**config.mk**
```make
export PLATFORM = sky130hd
export DESIGN_NAME = seq_stage23_mem_fifo
export DESIGN_NICKNAME = d
export VERILOG_FILES = /design/src/rtl/seq_stage23_mem_fifo.sv
export SDC_FILE = /design/constraint.sdc
export NUM_CORES = 1
export LEC_CHECK = 0
export ABC_AREA = 1
export CORE_MARGIN = 2
export CORE_UTILIZATION = 40
export CTS_BUF_LIST = sky130_fd_sc_hd__clkbuf_4
export DETAILED_ROUTE_END_ITERATION = 10
export PLACE_DENSITY = 0.61
export SETUP_SLACK_MARGIN = 0.4
export SLEW_MARGIN = 20
export SYNTH_ARGS = -nofsm -noshare
export SYNTH_HDL_FRONTEND = slang
export SYNTH_SLANG_ARGS = --single-unit
```
**constraint.sdc**
```tcl
create_clock -name clk -period 2.5 [get_ports clk]
set_clock_uncertainty 0.2 [all_clocks]
set_input_delay 0.375 -clock clk [delete_from_list [all_inputs] [get_ports clk]]
set_output_delay 0.375 -clock clk [all_outputs]
set_load 0.03 [all_outputs]
```
**src/rtl/seq_stage23_mem_fifo.sv**
```systemverilog
// rtl/seq_stage23_mem_fifo.sv - array FIFO with registered output stage, capacity DEPTH+1
module seq_stage23_mem_fifo #(
    parameter int WIDTH = 8,
    parameter int DEPTH = 16
) (
    input  logic                        clk,
    input  logic                        rst_n,
    input  logic                        flush,
    input  logic                        in_valid,
    input  logic [WIDTH-1:0]            in_data,
    output logic                        in_ready,
    output logic                        out_valid,
    output logic [WIDTH-1:0]            out_data,
    input  logic                        out_ready,
    output logic [$clog2(DEPTH+2)-1:0]  level
);

    localparam int AW = $clog2(DEPTH);
    localparam int CW = $clog2(DEPTH+1);
    localparam int LW = $clog2(DEPTH+2);

    logic [WIDTH-1:0] mem [0:DEPTH-1];
    logic [AW-1:0]    wr_ptr;
    logic [AW-1:0]    rd_ptr;
    logic [CW-1:0]    mem_count;
    logic             push;
    logic             pop;
    logic             refill;

    assign in_ready = (mem_count < CW'(DEPTH));
    assign push     = in_valid && in_ready && !flush;
    assign pop      = out_valid && out_ready && !flush;
    // The refilled word was written on an earlier edge, so rd_ptr never equals a same-cycle wr_ptr.
    assign refill   = (mem_count != '0) && (!out_valid || out_ready) && !flush;
    assign level    = LW'(mem_count) + LW'(out_valid);

    always_ff @(posedge clk) begin
        if (push) begin
            mem[wr_ptr] <= in_data;
        end
    end

    always_ff @(posedge clk or negedge rst_n) begin
        if (!rst_n) begin
            wr_ptr    <= '0;
            rd_ptr    <= '0;
            mem_count <= '0;
            out_valid <= 1'b0;
            out_data  <= '0;
        end else if (flush) begin
            wr_ptr    <= '0;
            rd_ptr    <= '0;
            mem_count <= '0;
            out_valid <= 1'b0;
        end else begin
            if (push) begin
                wr_ptr <= wr_ptr + AW'(1);
            end
            if (refill) begin
                rd_ptr    <= rd_ptr + AW'(1);
                out_data  <= mem[rd_ptr];
                out_valid <= 1'b1;
            end else if (pop) begin
                out_valid <= 1'b0;
            end
            if (push && !refill) begin
                mem_count <= mem_count + CW'(1);
            end else if (!push && refill) begin
                mem_count <= mem_count - CW'(1);
            end
        end
    end

endmodule

```
==> results of run 1 <==
-- registers in the layout, summed over array words and instances (netlist names) --
| signal | flops |
|---|---|
| mem | 128 |
| rd_ptr | 4 |
| out_valid | 1 |
| mem_count | 5 |
| wr_ptr | 4 |
| out_data | 8 |
-- critical path: stages, from the launching register on --
cell and delay, ns:
dfrtp_1 0.43, ha_4 0.18, ha_4 0.16, nand3_2 0.08, xor2_2 0.13, buf_6 0.15
-- power by group through the flow --
| stage | registers [mW] | logic, mW | clock network [mW] |
|---|---|---|---|
| 2_1_floorplan | 3.16 | 1.83 | 0 |
| 3_3_place_gp | 3.04 | 2.65 | 0 |
| 3_5_place_dp | 3.05 | 2.69 | 0 |
| 4_1_cts | 2.99 | 2.70 | 1.91 |
| 5_1_grt | 3.03 | 3.26 | 2.01 |
| 6_report | 3.00 | 2.91 | 1.88 |
-- kinds of logic after synthesis --
family	synth area share
adder cells (fa/ha/maj)	0.02410
AND/OR/NAND/NOR	0.2161
buffers and inverters	0.04323
flip-flops	0.6718
XOR/XNOR	0.006694
AO/OA/AOI/OAI	0.03806
-- final timing paths --
kind / depth (start not counted) / end / startpoint / slack (ns)
worst max-delay path: 5 / level[4] / out_valid / 0.25
min in group asynchronous: 3 / out_data[4] / rst_n / 0.51
worst max register to register: 12 / mem_count[4] / mem_count[0] / 0.30
max in group asynchronous: 3 / mem_count[3] / rst_n / 1.32
worst min-delay path: 4 / out_valid / out_ready / 0.29
worst min register to register: 2 / out_data[2] / out_data[2] / 0.29
-- through the flow --
stage / hold WS (ns) / area (um2) / utilization / cells
2_1_floorplan: -0.1206 / 6558 / - / 606
3_3_place_gp: 0.2707 / 7146 / 0.4482 / 854
3_5_place_dp: 0.2650 / 7146 / 0.4482 / 854
4_1_cts: 0.2574 / 7559 / 0.4741 / 890
5_1_grt: 0.2978 / 7715 / 0.4839 / 900
6_report: 0.2898 / 7715 / 0.4839 / 900
-- placed cells by master (no fill, tap or decap), types with 3 or more instances in the layout --
cell type,n
clkbuf_4,20
o21ai_1,10
edfxtp_1,128
a21oi_1,6
dlygate4sd2_1,9
nand3_1,55
clkdlybuf4s50_1,12
nand3_2,3
o21ai_0,28
buf_6,5
dfrtp_1,17
inv_2,4
ha_1,7
inv_1,14
nor2_1,76
bufinv_16,6
buf_4,44
ha_4,4
xor2_1,3
nand2_1,184
dfrtp_2,5
nor3_1,12
-- layer usage --
layer  share of wire  track usage  up-vias
met1            0.42       0.2165     2212
li1                -            -     2182
met3           0.037      0.03345       35
met5               0            0        -
met4           0.027      0.08333        0
met2            0.51       0.3038      126
-- cell type report --
| class | instances | area (um2) |
|---|---|---|
| Tap cell | 216 | 270.3 |
| Inverter | 23 | 95.09 |
| Fill cell | 1472 | 8228 |
| Clock buffer | 20 | 150.1 |
| Clock inverter | 12 | 224.0 |
| Sequential cell | 150 | 4400 |
| Multi-Input combinational cell | 406 | 1969 |
| Timing Repair Buffer | 73 | 605.6 |
-- what timing repair did --
item                                    4_1_cts  5_1_grt
buffers inserted                              3       10
hold buffers                                  1        0
hold endpoints to repair                     22        0
resized for setup                            53       16
endpoints found under the setup margin       16       39
pin swaps                                     1       13
==> run summary, run 1 <==
nets = 696
Slew Limit Fails = 0
syn avg cell area = 10.79 um2
core box area = 15,940 um2
worst-skew pair later-pin latency = 0.55 ns
Synth Warn # = 0
combinational power share = 0.373
syn_nets = 631
top-count cell post-synth = nand2_1
Net Sw Frac = 0.3668
area grow syn2layout = 17.94%
max_slew headroom = 0.5138
final WL = 15,100 um
WL per Instance = 16.78 um
Synth top area share = 0.5876
# clock sinks = 150
Period minus WS final = 2.254 ns
via count = 4,555
crit-path max FO = 2
register area share after synthesis = 0.6718
initial antenna violation count = 0
Max-cap violations = 0
largest net degree at the start of global routing = 35
Clock power frac = 0.241
Synth top cells by count = nand2_1, edfxtp_1, nor2_1
n_diodes = 0
CTS tree = yes
Buffers on Ports = 27
Critical Path Source Type = flop
Die H = 131.9 um
CTS Buffer Depth = 2
worst endpoint required time = 1.92 ns
Psw = 2.858 mW
Pint = 4.934 mW
predominant post-synthesis flop cell = edfxtp_1
Clock Pin Slew Worst Setup and Hold Paths = 0.12 ns
EDFF count, synth = 128
vias in the first global route = 4,543
sequential share of power = 0.385
Row Count = 46
Initial DRT Pass Iterations = 4
period utilization = 0.9018
total global routing overflow = 0
LEAKAGE = 3.024 nW
kind of critical path = flop to primary output
share of layout cells above drive strength 1 = 0.1681
CP Capture Type = primary output
Initial Utilization = 0.4103
RSZ-0062 raised after global routing = yes
crit path DAT = 1.68 ns
FFs w/ async S/R, synth = 0.1467
Yosys cell types = 31
gp weighted congestion = 0.8761
I/O pins = 28
synth top area cells = edfxtp_1, nand2_1, dfrtp_1
Worst-Margin Slew = 0.7270 ns
first-pass GRT wire length = 23,490 um
die width = 131.9 um
peak supply drop = 0.0006321 V
Root Driver = clkbuf_4
worst min path class = input pin to flop
GR Util All Layers = 0.1772
dpl ws = -0.02645 ns
H-tree lvl count = 4
PD cells = 1010 nW/um2
1st-iter DRT viols = 331
Final WS setup = 0.2456 ns
Synth area leader = edfxtp_1
Vias/cell = 5.061
post-route ant nets = 0
status = finished, final reports clean
flop and latch count out of synthesis = 150
Hold Violations, Final = 0
mapped cell area = 6541 um2
final HPWL from detailed placement = 9567 um
synthesized instance count = 606
total power = 7.791 mW
Max Fclk = 443.6 MHz
drt drc = 0
setup tns final = 0 ns
die area = 17,390 um2
Final setup viols = 0
cts bufs inserted = 17
(Power assumes the default switching activity.)
==> run 2: changes to the inputs <==
--- a/config.mk
+++ b/config.mk
@@ -6,11 +6,13 @@
 export NUM_CORES = 1
 export LEC_CHECK = 0
 export ABC_AREA = 1
+export CELL_PAD_IN_SITES_DETAIL_PLACEMENT = 1
+export CELL_PAD_IN_SITES_GLOBAL_PLACEMENT = 1
 export CORE_MARGIN = 2
 export CORE_UTILIZATION = 40
-export CTS_BUF_LIST = sky130_fd_sc_hd__clkbuf_4
+export CTS_BUF_LIST = sky130_fd_sc_hd__clkbuf_16
 export DETAILED_ROUTE_END_ITERATION = 10
-export PLACE_DENSITY = 0.61
+export PLACE_DENSITY = 0.72
 export SETUP_SLACK_MARGIN = 0.4
 export SLEW_MARGIN = 20
 export SYNTH_ARGS = -nofsm -noshare
==> run 2 against run 1 <==
Routed wire length increased by 13%. Sequential share of layout area decreased by 1.7 points. Hold slack got worse by 0.18 ns. Final cell count decreased by 0.22%. Sequential power increased by 1%. Register-to-register slack improved by 0.08 ns. Power increased by 13%. Flip-flop and latch count unchanged. Combinational power increased by 7%. Non-clock buffer count decreased by 2. Worst setup slack improved by 0.11 ns. Global-route usage increased by 2.1 points. Largest power group is now combinational logic.
==> run summary, run 2 (synthesized netlist as in run 1, its figures left out) <==
LEAKAGE = 3.109 nW
worst min path class = input pin to asynchronous set/reset pin
PD cells = 1104 nW/um2
Max-cap violations = 0
gp weighted congestion = 0.8024
setup tns final = 0 ns
Root Driver = clkbuf_16
register area = 4403 um2
# clock sinks = 150
n_diodes = 0
Crit-path slowest cell = dfrtp_1
Slew Limit Fails = 0
RSZ-0062 raised after global routing = yes
Top reg by flops = mem
Placed Area = 7143 um2
CTS Buffer Depth = 2
most frequent cells in the layout = nand2_1, edfxtp_1, nor2_1, nand3_1, buf_4
worst-skew pair later-pin latency = 0.42 ns
Final setup viols = 0
CP Capture Type = primary output
reg2reg path depth = 11
largest net degree at the start of global routing = 53
Max Fclk = 466.7 MHz
Period minus WS final = 2.143 ns
core box area = 15,940 um2
final WL = 17,090 um
Hold Violations, Final = 0
Regs by FF count = mem (128), out_data (8), mem_count (5)
die width = 131.9 um
worst endpoint required time = 1.92 ns
max_slew headroom = 0.4996
final instance area = 7956 um2
period utilization = 0.8571
status = finished, final reports clean
max reg flops = 128
final HPWL from detailed placement = 11,000 um
1st-iter DRT viols = 295
Clock Pin Slew Worst Setup and Hold Paths = 0.06 ns
CP max stage delay = 0.39 ns
H-tree lvl count = 4
Vias/cell = 5.154
die area = 17,390 um2
I/O pins = 28
share of layout cells above drive strength 1 = 0.1613
drt drc = 0
crit-path max FO = 2
area grow syn2layout = 21.63%
cts bufs inserted = 17
Critical Path Source Type = flop
Initial DRT Pass Iterations = 4
CTS tree = yes
Buffers on Ports = 27
vias in the first global route = 4,735
kind of critical path = flop to primary output
crit-path cells = ha_2 -> ha_4 -> nand3_4 -> xor2_2 -> buf_6
peak supply drop = 0.0006219 V
Die H = 131.9 um
Filler cells = 1,722
total power = 8.786 mW
Row Count = 46
post-route ant nets = 0
nets = 694
Worst-Margin Slew = 0.7482 ns
crit path DAT = 1.57 ns
WL per Instance = 19.03 um
first-pass GRT wire length = 26,120 um
Initial Utilization = 0.4103
total global routing overflow = 0
GR Util All Layers = 0.1982
initial antenna violation count = 0
Core Util, Final = 0.4991
Multi-input gate area = 1959 um2
commonest non-fill, non-tap cell in the layout = nand2_1
via count = 4,628
==> run 2: final cells by class <==
| cell class | instances | share of cell area |
|---|---|---|
| Clock inverter | 15 | 0.02359 |
| Sequential cell | 150 | 0.5534 |
| Inverter | 23 | 0.01227 |
| Clock buffer | 17 | 0.05347 |
| Timing Repair Buffer | 71 | 0.07706 |
| Tap cell | 216 | 0.03397 |
| Multi-Input combinational cell | 406 | 0.2463 |
==> run 2: power by group <==
part / internal (mW) / total [mW] / leakage (nW) / switching [mW]
logic: 1.10 / 3.10 / 1.38 / 2.01
clock network: 1.66 / 2.64 / 0.299 / 0.985
registers: 2.89 / 3.04 / 1.43 / 0.155
total: 5.64 / 8.79 / 3.11 / 3.14
==> run 2: layer usage <==
metal	vias up	routed length (um)	share of wire	global-route usage
met5	-	0	0	0
li1	2178	-	-	-
met1	2348	7283	0.43	0.2461
met3	22	490	0.029	0.03768
met4	0	276	0.016	0.05978
met2	80	9041	0.53	0.3513
==> run 2: worst paths after layout <==
| check | from | end | slack, ns |
|---|---|---|---|
| worst min register to register | out_data[2] | out_data[2] | 0.29 |
| max in group asynchronous | rst_n | rd_ptr[0] | 1.71 |
| worst max register to register | mem_count[4] | mem_count[3] | 0.38 |
| worst max-delay path | mem_count[0] | level[4] | 0.36 |
| min in group clk | out_data[2] | out_data[2] | 0.29 |
| worst min-delay path | rst_n | out_data[4] | 0.11 |
==> run 2: repair_timing <==
action / CTS / global route
hold buffers: 0 / 0
setup buffers: 4 / 10
endpoints found under the setup margin: 9 / 15
pin swaps: 3 / 12
resized for setup: 31 / 28
==> run 2: stage by stage <==
stage,instances,worst slack [ns],hold WS (ns)
global placement,852,0.1486,0.2632
floorplan,606,0.3817,-0.1206
global route,898,0.2951,0.1442
detailed placement,852,0.05134,0.2717
finish,898,0.3572,0.1141
CTS,888,0.2087,0.1058
==> run 2: worst max-delay path, delay by kind of cell (launching register included) <==
family | cells | cell delay [ns]
xor+xnor | 1 | 0.13
buf+inv | 1 | 0.15
flops | 1 | 0.39
simple gates | 1 | 0.08
fa+ha+maj | 2 | 0.40
==> run 3: changes to the inputs <==
--- a/config.mk
+++ b/config.mk
@@ -12,7 +12,7 @@
 export CORE_UTILIZATION = 40
 export CTS_BUF_LIST = sky130_fd_sc_hd__clkbuf_16
 export DETAILED_ROUTE_END_ITERATION = 10
-export PLACE_DENSITY = 0.72
+export PLACE_DENSITY_LB_ADDON = 0.1
 export SETUP_SLACK_MARGIN = 0.4
 export SLEW_MARGIN = 20
 export SYNTH_ARGS = -nofsm -noshare
==> run 3 against run 2 <==
Non-clock buffer count shrank 3. Register-to-register slack improved by 0.03 ns. Count of clock-buffer cells in the layout is the same. Critical path type unchanged. Largest cell class unchanged.
==> run summary, run 3 (synthesized netlist as in run 1, its figures left out) <==
core box area = 15,940 um2
gp weighted congestion = 0.7891
sequential share of power = 0.344
Die H = 131.9 um
CTS Buffer Depth = 2
share of layout cells above drive strength 1 = 0.1591
commonest non-fill, non-tap cell in the layout = nand2_1
Clock Pin Slew Worst Setup and Hold Paths = 0.06 ns
total power = 8.786 mW
Critical Path Source Type = flop
Net Sw Frac = 0.3603
Clock power frac = 0.302
Hold Violations, Final = 0
Max Fclk = 464.8 MHz
Top reg by flops = mem
die area = 17,390 um2
status = finished, final reports clean
Placed Area = 7168 um2
area grow syn2layout = 21.14%
CTS tree = yes
RSZ-0062 raised after global routing = yes
largest net degree at the start of global routing = 67
Final WS setup = 0.3485 ns
Vias/cell = 5.098
combinational power share = 0.354
GR Util All Layers = 0.2079
most frequent cells in the layout = nand2_1, edfxtp_1, nor2_1, nand3_1, buf_4
H-tree lvl count = 4
peak supply drop = 0.0005733 V
cts bufs inserted = 17
via count = 4,563
Psw = 3.165 mW
crit-path max FO = 2
I/O pins = 28
Initial Utilization = 0.4103
Initial DRT Pass Iterations = 4
Max-cap violations = 0
nets = 691
Row Count = 46
Slew Limit Fails = 0
LEAKAGE = 3.089 nW
final HPWL from detailed placement = 11,280 um
first-pass GRT wire length = 26,940 um
WL per Instance = 19.26 um
Regs by FF count = mem (128), out_data (8), mem_count (5)
worst min path class = input pin to asynchronous set/reset pin
Pint = 5.620 mW
crit path DAT = 1.58 ns
max reg flops = 128
worst-skew pair later-pin latency = 0.42 ns
CP Capture Type = primary output
drt drc = 0
1st-iter DRT viols = 250
setup tns final = 0 ns
Period minus WS final = 2.152 ns
post-route ant nets = 0
Worst-Margin Slew = 0.7483 ns
kind of critical path = flop to primary output
final instance area = 7924 um2
dpl ws = 0.004445 ns
max_slew headroom = 0.4996
Buffers on Ports = 27
period utilization = 0.8606
Final setup viols = 0
total global routing overflow = 0
PD cells = 1109 nW/um2
vias in the first global route = 4,815
# clock sinks = 150
Root Driver = clkbuf_16
n_diodes = 0
die width = 131.9 um
worst endpoint required time = 1.92 ns
final WL = 17,230 um
initial antenna violation count = 0
## run 3: cell count changes in the layout (fill, tap and decap cells not counted), sizes merged
cell / change
buf: -3
clkbuf: -1
clkinv: -1
clkinvlp: +1
dlygate4sd2: +1
## run 3: per-layer routing
metal  vias to the layer above  wire length, um  track usage
li1                       2172                -            -
met1                      2305             7567       0.2596
met2                        67             8990       0.3605
met3                        19              429      0.03614
met4                         0              246      0.08092
met5                         -                0            0
## run 3: power by group through the flow
| stage | clock network, mW | logic [mW] | registers (mW) |
|---|---|---|---|
| final | 2.65 | 3.11 | 3.03 |
| after global routing | 2.79 | 3.43 | 3.05 |
| after CTS | 2.69 | 3.05 | 3.03 |
| after detailed placement | 0 | 2.90 | 3.08 |
| after global placement | 0 | 2.81 | 3.07 |
| after floorplan | 0 | 1.83 | 3.16 |
## run 3: path summary, 6_finish.rpt
path | startpoint | to | slack, ns | cells after the start
worst max-delay path | mem_count[0] | level[4] | 0.35 | 5
worst min-delay path | rst_n | out_data[4] | 0.11 | 2
worst max register to register | mem_count[0] | mem_count[4] | 0.41 | 11
worst min register to register | out_data[5] | out_data[5] | 0.28 | 2
max in group asynchronous | rst_n | rd_ptr[1] | 1.72 | 2
min in group clk | out_data[5] | out_data[5] | 0.28 | 2
## run 3: final cells by class
| class | count | area [um2] |
|---|---|---|
| fill | 1740 | 8019 |
| clock inverter | 15 | 187.7 |
| tap | 216 | 270.3 |
| timing repair buffer | 68 | 600.6 |
| clock buffer | 17 | 425.4 |
| inverter | 23 | 95.09 |
| multi-input combinational | 406 | 1943 |
| sequential | 150 | 4402 |
## run 3: timing repair
item	4_1_cts	5_1_grt
hold buffers	0	0
setup buffers	6	5
setup endpoints to repair	11	35
pin swaps	6	3
hold endpoints to repair	0	0
gates resized for setup	38	13
gates cloned	0	0
## run 3: metrics by stage
stage | hold WS (ns) | cells | utilization
after detailed placement | 0.2686 | 852 | 0.4496
final | 0.1106 | 895 | 0.4970
after CTS | 0.1018 | 890 | 0.4917
after floorplan | -0.1206 | 606 | -
after global routing | 0.1539 | 895 | 0.4970
after global placement | 0.2661 | 852 | 0.4496
## run 3: critical path: stages, from the launching register on
cell	delay (ns)
dfrtp_1	0.39
ha_2	0.21
ha_4	0.17
nand3_4	0.08
xor2_2	0.15
buf_6	0.15
